$ cat config.mk
export PLATFORM = sky130hd
export DESIGN_NAME = sap_sequencer_flat
export DESIGN_NICKNAME = d
export VERILOG_FILES = /design/src/rtl/sap_pkg.sv /design/src/rtl/sap_sequencer_if.sv /design/src/rtl/sap_ctrl_decode.sv /design/src/rtl/sap_sequencer.sv /design/src/flat_wrapper.sv
export SDC_FILE = /design/constraint.sdc
export NUM_CORES = 1
export LEC_CHECK = 0
export CAP_MARGIN = 15
export CORE_UTILIZATION = 51
export DETAILED_ROUTE_END_ITERATION = 7
export PLACE_DENSITY = 0.85
export SLEW_MARGIN = 20
export SYNTH_ARGS = -nofsm -noshare
export SYNTH_HDL_FRONTEND = slang
export SYNTH_SLANG_ARGS = --single-unit
export TNS_END_PERCENT = 10
$ cat constraint.sdc
create_clock -name CLK -period 2.15 [get_ports CLK]
set_input_delay 0.43 -clock CLK [delete_from_list [all_inputs] [get_ports CLK]]
set_output_delay 0.43 -clock CLK [all_outputs]
set_load 0.02 [all_outputs]
$ cat src/rtl/sap_pkg.sv
// Shared types for the SAP-style bus computer sequencer: opcodes, T-states,
// and the 13-bit control word driven onto the bus each cycle.
package sap_pkg;

  typedef enum logic [3:0] {
    OP_LDA = 4'h0,
    OP_ADD = 4'h1,
    OP_SUB = 4'h2,
    OP_OUT = 4'hE,
    OP_HLT = 4'hF
  } opcode_t;

  typedef enum logic [2:0] {
    S_T1    = 3'd0,
    S_T2    = 3'd1,
    S_T3    = 3'd2,
    S_T4    = 3'd3,
    S_T5    = 3'd4,
    S_T6    = 3'd5,
    S_HALT  = 3'd6,
    S_FAULT = 3'd7
  } state_t;

  typedef struct packed {
    logic pc_oe;
    logic pc_inc;
    logic mar_we;
    logic mem_rd;
    logic mem_oe;
    logic ir_we;
    logic ir_oe;
    logic acc_we;
    logic acc_oe;
    logic b_we;
    logic alu_oe;
    logic alu_sub;
    logic out_we;
  } ctrl_word_t;

  localparam ctrl_word_t CTRL_IDLE = '0;

  // Externally visible T-state number; HALT and FAULT report 0.
  function automatic logic [2:0] t_state_of(input state_t s);
    case (s)
      S_T1:    return 3'd1;
      S_T2:    return 3'd2;
      S_T3:    return 3'd3;
      S_T4:    return 3'd4;
      S_T5:    return 3'd5;
      S_T6:    return 3'd6;
      default: return 3'd0;
    endcase
  endfunction

endpackage

$ cat src/rtl/sap_sequencer_if.sv
// Sequencer-to-datapath signal bundle: run/opcode/mem_done in, control word
// and status out. The sequencer uses the master view, the datapath the slave.
interface sap_sequencer_if;

  logic       run;
  logic [3:0] ir_opcode;
  logic       mem_done;

  logic pc_oe, pc_inc, mar_we, mem_rd, mem_oe, ir_we, ir_oe;
  logic acc_we, acc_oe, b_we, alu_oe, alu_sub, out_we;

  logic [2:0] t_state;
  logic       halted;
  logic       fault;

  modport master (
    input  run, ir_opcode, mem_done,
    output pc_oe, pc_inc, mar_we, mem_rd, mem_oe, ir_we, ir_oe,
    output acc_we, acc_oe, b_we, alu_oe, alu_sub, out_we,
    output t_state, halted, fault
  );

  modport slave (
    output run, ir_opcode, mem_done,
    input  pc_oe, pc_inc, mar_we, mem_rd, mem_oe, ir_we, ir_oe,
    input  acc_we, acc_oe, b_we, alu_oe, alu_sub, out_we,
    input  t_state, halted, fault
  );

endinterface

$ cat src/rtl/sap_ctrl_decode.sv
// Combinational control-word decode from (state, opcode, mem_done). The wait
// states are Mealy on mem_done so the read data is latched in the done cycle.
module sap_ctrl_decode
  import sap_pkg::*;
(
  input  state_t     state_i,
  input  logic [3:0] opcode_i,
  input  logic       mem_done_i,
  output ctrl_word_t cw_o
);

  always_comb begin
    cw_o = CTRL_IDLE;
    case (state_i)
      S_T1: begin
        cw_o.pc_oe  = 1'b1;
        cw_o.mar_we = 1'b1;
      end
      S_T2: cw_o.pc_inc = 1'b1;
      S_T3: begin
        cw_o.mem_rd = 1'b1;
        if (mem_done_i) begin
          cw_o.mem_oe = 1'b1;
          cw_o.ir_we  = 1'b1;
        end
      end
      S_T4: begin
        case (opcode_i)
          OP_LDA, OP_ADD, OP_SUB: begin
            cw_o.ir_oe  = 1'b1;
            cw_o.mar_we = 1'b1;
          end
          OP_OUT: begin
            cw_o.acc_oe = 1'b1;
            cw_o.out_we = 1'b1;
          end
          default: cw_o = CTRL_IDLE;
        endcase
      end
      S_T5: begin
        cw_o.mem_rd = 1'b1;
        if (mem_done_i) begin
          cw_o.mem_oe = 1'b1;
          if (opcode_i == OP_LDA) cw_o.acc_we = 1'b1;
          else                    cw_o.b_we   = 1'b1;
        end
      end
      S_T6: begin
        cw_o.alu_oe  = 1'b1;
        cw_o.acc_we  = 1'b1;
        cw_o.alu_sub = (opcode_i == OP_SUB);
      end
      default: cw_o = CTRL_IDLE;
    endcase
  end

endmodule

$ cat src/rtl/sap_sequencer.sv
// Instruction sequencer: T-state register, bounded memory-wait counter and
// next-state logic. run is only consulted in T1; T1 without run emits nothing.
module sap_sequencer
  import sap_pkg::*;
#(
  parameter int MEM_TIMEOUT = 1023,
  parameter int TW          = 16
) (
  input logic CLK,
  input logic RESET,
  sap_sequencer_if.master bus
);

  localparam logic [TW-1:0] WAIT_LAST = TW'(MEM_TIMEOUT - 1);

  state_t        state_q, state_d;
  logic [TW-1:0] cnt_q, cnt_d;
  logic [2:0]    t_state_q;
  logic          halted_q, fault_q;
  ctrl_word_t    cw;
  ctrl_word_t    cw_gated;

  always_comb begin
    state_d = state_q;
    cnt_d   = '0;
    case (state_q)
      S_T1: if (bus.run) state_d = S_T2;
      S_T2: state_d = S_T3;
      S_T3, S_T5: begin
        // A done pulse on the last allowed cycle still counts as success.
        if (bus.mem_done) begin
          if (state_q == S_T3)                state_d = S_T4;
          else if (bus.ir_opcode == OP_LDA)   state_d = S_T1;
          else                                state_d = S_T6;
        end else if (cnt_q == WAIT_LAST) begin
          state_d = S_FAULT;
        end else begin
          cnt_d = cnt_q + 1'b1;
        end
      end
      S_T4: begin
        case (bus.ir_opcode)
          OP_LDA, OP_ADD, OP_SUB: state_d = S_T5;
          OP_HLT:                 state_d = S_HALT;
          default:                state_d = S_T1;
        endcase
      end
      S_T6:    state_d = S_T1;
      default: state_d = state_q;
    endcase
  end

  always_ff @(posedge CLK) begin
    if (RESET) begin
      state_q   <= S_T1;
      cnt_q     <= '0;
      t_state_q <= 3'd1;
      halted_q  <= 1'b0;
      fault_q   <= 1'b0;
    end else begin
      state_q   <= state_d;
      cnt_q     <= cnt_d;
      t_state_q <= t_state_of(state_d);
      halted_q  <= (state_d == S_HALT);
      fault_q   <= (state_d == S_FAULT);
    end
  end

  sap_ctrl_decode u_decode (
    .state_i    (state_q),
    .opcode_i   (bus.ir_opcode),
    .mem_done_i (bus.mem_done),
    .cw_o       (cw)
  );

  assign cw_gated = (state_q == S_T1 && !bus.run) ? CTRL_IDLE : cw;

  assign bus.pc_oe   = cw_gated.pc_oe;
  assign bus.pc_inc  = cw_gated.pc_inc;
  assign bus.mar_we  = cw_gated.mar_we;
  assign bus.mem_rd  = cw_gated.mem_rd;
  assign bus.mem_oe  = cw_gated.mem_oe;
  assign bus.ir_we   = cw_gated.ir_we;
  assign bus.ir_oe   = cw_gated.ir_oe;
  assign bus.acc_we  = cw_gated.acc_we;
  assign bus.acc_oe  = cw_gated.acc_oe;
  assign bus.b_we    = cw_gated.b_we;
  assign bus.alu_oe  = cw_gated.alu_oe;
  assign bus.alu_sub = cw_gated.alu_sub;
  assign bus.out_we  = cw_gated.out_we;

  assign bus.t_state = t_state_q;
  assign bus.halted  = halted_q;
  assign bus.fault   = fault_q;

endmodule

$ cat src/flat_wrapper.sv
// flat-port wrapper written by rule: the top's interface ports become plain ports
module sap_sequencer_flat import sap_pkg::*;
#(
  parameter int MEM_TIMEOUT = 1023,
  parameter int TW          = 16
)
  (CLK, RESET, bus_run, bus_ir_opcode, bus_mem_done, bus_pc_oe, bus_pc_inc, bus_mar_we, bus_mem_rd, bus_mem_oe, bus_ir_we, bus_ir_oe, bus_acc_we, bus_acc_oe, bus_b_we, bus_alu_oe, bus_alu_sub, bus_out_we, bus_t_state, bus_halted, bus_fault);
  sap_sequencer_if bus_i ();
  input logic CLK;
  input logic RESET;
  input wire logic [$bits(bus_i.run)-1:0] bus_run;
  input wire logic [$bits(bus_i.ir_opcode)-1:0] bus_ir_opcode;
  input wire logic [$bits(bus_i.mem_done)-1:0] bus_mem_done;
  output wire logic [$bits(bus_i.pc_oe)-1:0] bus_pc_oe;
  output wire logic [$bits(bus_i.pc_inc)-1:0] bus_pc_inc;
  output wire logic [$bits(bus_i.mar_we)-1:0] bus_mar_we;
  output wire logic [$bits(bus_i.mem_rd)-1:0] bus_mem_rd;
  output wire logic [$bits(bus_i.mem_oe)-1:0] bus_mem_oe;
  output wire logic [$bits(bus_i.ir_we)-1:0] bus_ir_we;
  output wire logic [$bits(bus_i.ir_oe)-1:0] bus_ir_oe;
  output wire logic [$bits(bus_i.acc_we)-1:0] bus_acc_we;
  output wire logic [$bits(bus_i.acc_oe)-1:0] bus_acc_oe;
  output wire logic [$bits(bus_i.b_we)-1:0] bus_b_we;
  output wire logic [$bits(bus_i.alu_oe)-1:0] bus_alu_oe;
  output wire logic [$bits(bus_i.alu_sub)-1:0] bus_alu_sub;
  output wire logic [$bits(bus_i.out_we)-1:0] bus_out_we;
  output wire logic [$bits(bus_i.t_state)-1:0] bus_t_state;
  output wire logic [$bits(bus_i.halted)-1:0] bus_halted;
  output wire logic [$bits(bus_i.fault)-1:0] bus_fault;
  assign bus_i.run = bus_run;
  assign bus_i.ir_opcode = bus_ir_opcode;
  assign bus_i.mem_done = bus_mem_done;
  assign bus_pc_oe = bus_i.pc_oe;
  assign bus_pc_inc = bus_i.pc_inc;
  assign bus_mar_we = bus_i.mar_we;
  assign bus_mem_rd = bus_i.mem_rd;
  assign bus_mem_oe = bus_i.mem_oe;
  assign bus_ir_we = bus_i.ir_we;
  assign bus_ir_oe = bus_i.ir_oe;
  assign bus_acc_we = bus_i.acc_we;
  assign bus_acc_oe = bus_i.acc_oe;
  assign bus_b_we = bus_i.b_we;
  assign bus_alu_oe = bus_i.alu_oe;
  assign bus_alu_sub = bus_i.alu_sub;
  assign bus_out_we = bus_i.out_we;
  assign bus_t_state = bus_i.t_state;
  assign bus_halted = bus_i.halted;
  assign bus_fault = bus_i.fault;
  sap_sequencer #(.MEM_TIMEOUT(MEM_TIMEOUT), .TW(TW)) u_core (.CLK(CLK), .RESET(RESET), .bus(bus_i));
endmodule
==> flow_summary.yaml <==
die:
  ioPinCount: 26
  die_h_um: 53.8
  fp.dieW_um: 53.8
  core_area_um2: 2500
  initial_core_util: 0.547
  num_rows: 18
  die-area_um2: 2890
place:
  place_inst: 214
  gp_congestion: 0.901
  placed_area_um2: 1760
  port_buffers: 25
  place_hpwl_mm: 2.25
clock_network:
  clockBufferDepth: 2
  cts.htree.levels: 1
  cts_tree: "done"
  clockRootBuffer: "clkbuf_4"
  clock_sinks: 24
  path_clk_slew_ns: 0.13
  cts_buffers: 3
  clkLatencyLatePin_ns: 0.31
critical_path:
  path_max_fanout: 3
  crit_path_start_kind: "input port"
  path_class: "in -> out"
  crit_path_end_kind: "output pin"
  r2r_cells: 7
  worst_ep_arrival_time_ns: 1.68
  cp_data_required_time_ns: 1.72
global_route:
  grt.overflow.total: 0
  grt_usage: 0.219
  antenna_found_initial: 0
  grt_pass1_wl_mm: 4.52
  grt_max_degree: 17
  grt_pass1_vias: 1107
route:
  dr.pass1.iters: 4
  routedWlPerCell_um: 13.3
  drc: 0
  drt_iter0_drc: 12
  drtAntennaViolNets: 0
  totalWireLength_mm: 2.92
  vias: 1150
  routed_via_density: 5.25
yosys:
  ys_ff_latch: 24
  ys_types: 47
  netlist_instances: 145
  synth_area_leader_cell: "dfxtp_1"
  yosysMostFrequentCell: "dfxtp_1"
  ys.flop_type: "dfxtp_1"
  synthTopCellsByArea: "dfxtp_1 35%, nor2_4 6.6%, xnor2_1 4.5%, xor2_1 3.2%, a21oi_1 2.6%"
  synth.avg_cell_area_um2: 9.42
  synthArstFlopShare: 0
  synth_edf_count: 0
  seq_area_frac_synth: 0.352
  ys_warn_count: 0
  synth_commonest_cells: "24 x dfxtp_1, 8 x nand2_1, 8 x nor2_1, 8 x nor2_4"
  synthesis.nets: 155
  synth_top_cell_area_share: 0.352
  synth_area_um2: 1370
timing:
  whs_ns: 0.501
  finalHoldViolCount: 0
  final_max_slew_viol_count: 0
  period_minus_slack_ns: 2.11
  finalSetupViolCount: 0
  fmax_mhz: 473
  worst_pin_slew_ns: 0.324
  slew_headroom: 0.782
  period_share: 0.983
  clock_skew_ns: 0.00184
  rsz0062_at_grt: "true"
min_path:
  hold_path_class: "reg -> reg"
  hold_path_depth: 1
layout:
  n_fill_cell: 200
  drive_gt1_frac: 0.323
  diodes: 0
  fin_nets: 200
  final-seq-area_um2: 483
  stdcell_count: 219
  multi_input_area_um2: 831
  finish.instance_area_um2: 1790
  area_growth_pct: 30.8
flow_run:
  drv_cap: 0
power_and_ir_drop:
  p_leak_uw: 0.000699
  ir_drop_v: 0.000587
  p_per_area_nw_per_um2: 554
  p_total_uw: 991
status:
  outcome: "finished clean"
[final timing paths]
check,start,to,slack [ns]
worst max-delay path,bus_run,bus_pc_oe,0.04
worst min-delay path,u_core.cnt_q[0],u_core.cnt_q[0],0.50
worst max register to register,u_core.cnt_q[0],u_core.cnt_q[13],0.20
worst min register to register,u_core.cnt_q[0],u_core.cnt_q[0],0.50
[critical path: stages]
cell,delay (ns)
clkdlybuf4s50_1,0.46
or4b_4,0.47
inv_1,0.07
clkdlybuf4s15_2,0.25
[layout make-up]
type	instances	area share
Multi-Input combinational cell	109	0.465
Sequential cell	24	0.270
Timing Repair Buffer	47	0.213
Tap cell	30	0.0210
Clock buffer	4	0.0203
Inverter	5	0.0105
[placed cells by master (no fill, tap or decap), drive strengths merged, types with 7 or more instances in the layout]
cell type / count
nand2: 8
xnor2: 7
nor2: 18
clkdlybuf4s50: 10
clkbuf: 8
buf: 25
dfxtp: 24
a21oi: 7
[sequential cells by signal, indices dropped and copies added (netlist names)]
| name | cells |
|---|---|
| u_core.cnt_q | 16 |
| u_core.state_q | 3 |
| u_core.bus.fault | 1 |
| u_core.bus.t_state | 3 |
| u_core.bus.halted | 1 |
[kinds of logic after synthesis]
group	synth area share
AND/OR/NAND/NOR	0.386
flip-flops	0.352
AO/OA/AOI/OAI	0.106
XOR/XNOR	0.0769
buffers and inverters	0.0531
adder cells (fa/ha/maj)	0.0183
multiplexers	0.00733
[through the flow]
| stage | worst slack, ns | util | TNS, ns |
|---|---|---|---|
| final | 0.0365 | 0.715 | 0 |
| after global placement | -0.383 | 0.703 | -3.46 |
| after floorplan | 0.146 | - | 0 |
| after CTS | -0.0975 | 0.715 | -0.291 |
| after global routing | -0.0180 | 0.715 | -0.0261 |
| after detailed placement | -0.503 | 0.703 | -3.80 |
[layer usage]
layer / vias to the layer above / share of wire / global-route usage
met3: 4 / 0.045 / 0.0508
met2: 25 / 0.52 / 0.418
met1: 523 / 0.43 / 0.230
met5: - / 0 / 0
li1: 598 / - / -
met4: 0 / 0.0099 / 0.0746
[report_power, final]
group | leakage [uW] | switching (uW) | internal [uW]
sequential | 0.000195 | 18.4 | 463
clock | 0.0000210 | 135 | 104
combinational | 0.000483 | 134 | 136
[timing repair]
| action | in CTS | in global routing |
|---|---|---|
| pin swaps | 1 | 1 |
| setup buffers | 0 | 1 |
| hold buffers | 0 | 0 |
| hold endpoints to repair | 0 | 0 |
| resized for setup | 29 | 15 |
| setup endpoints to repair | 12 | 9 |
| cloned | 0 | 0 |
No activity file was read; power rests on OpenSTA's default activity.
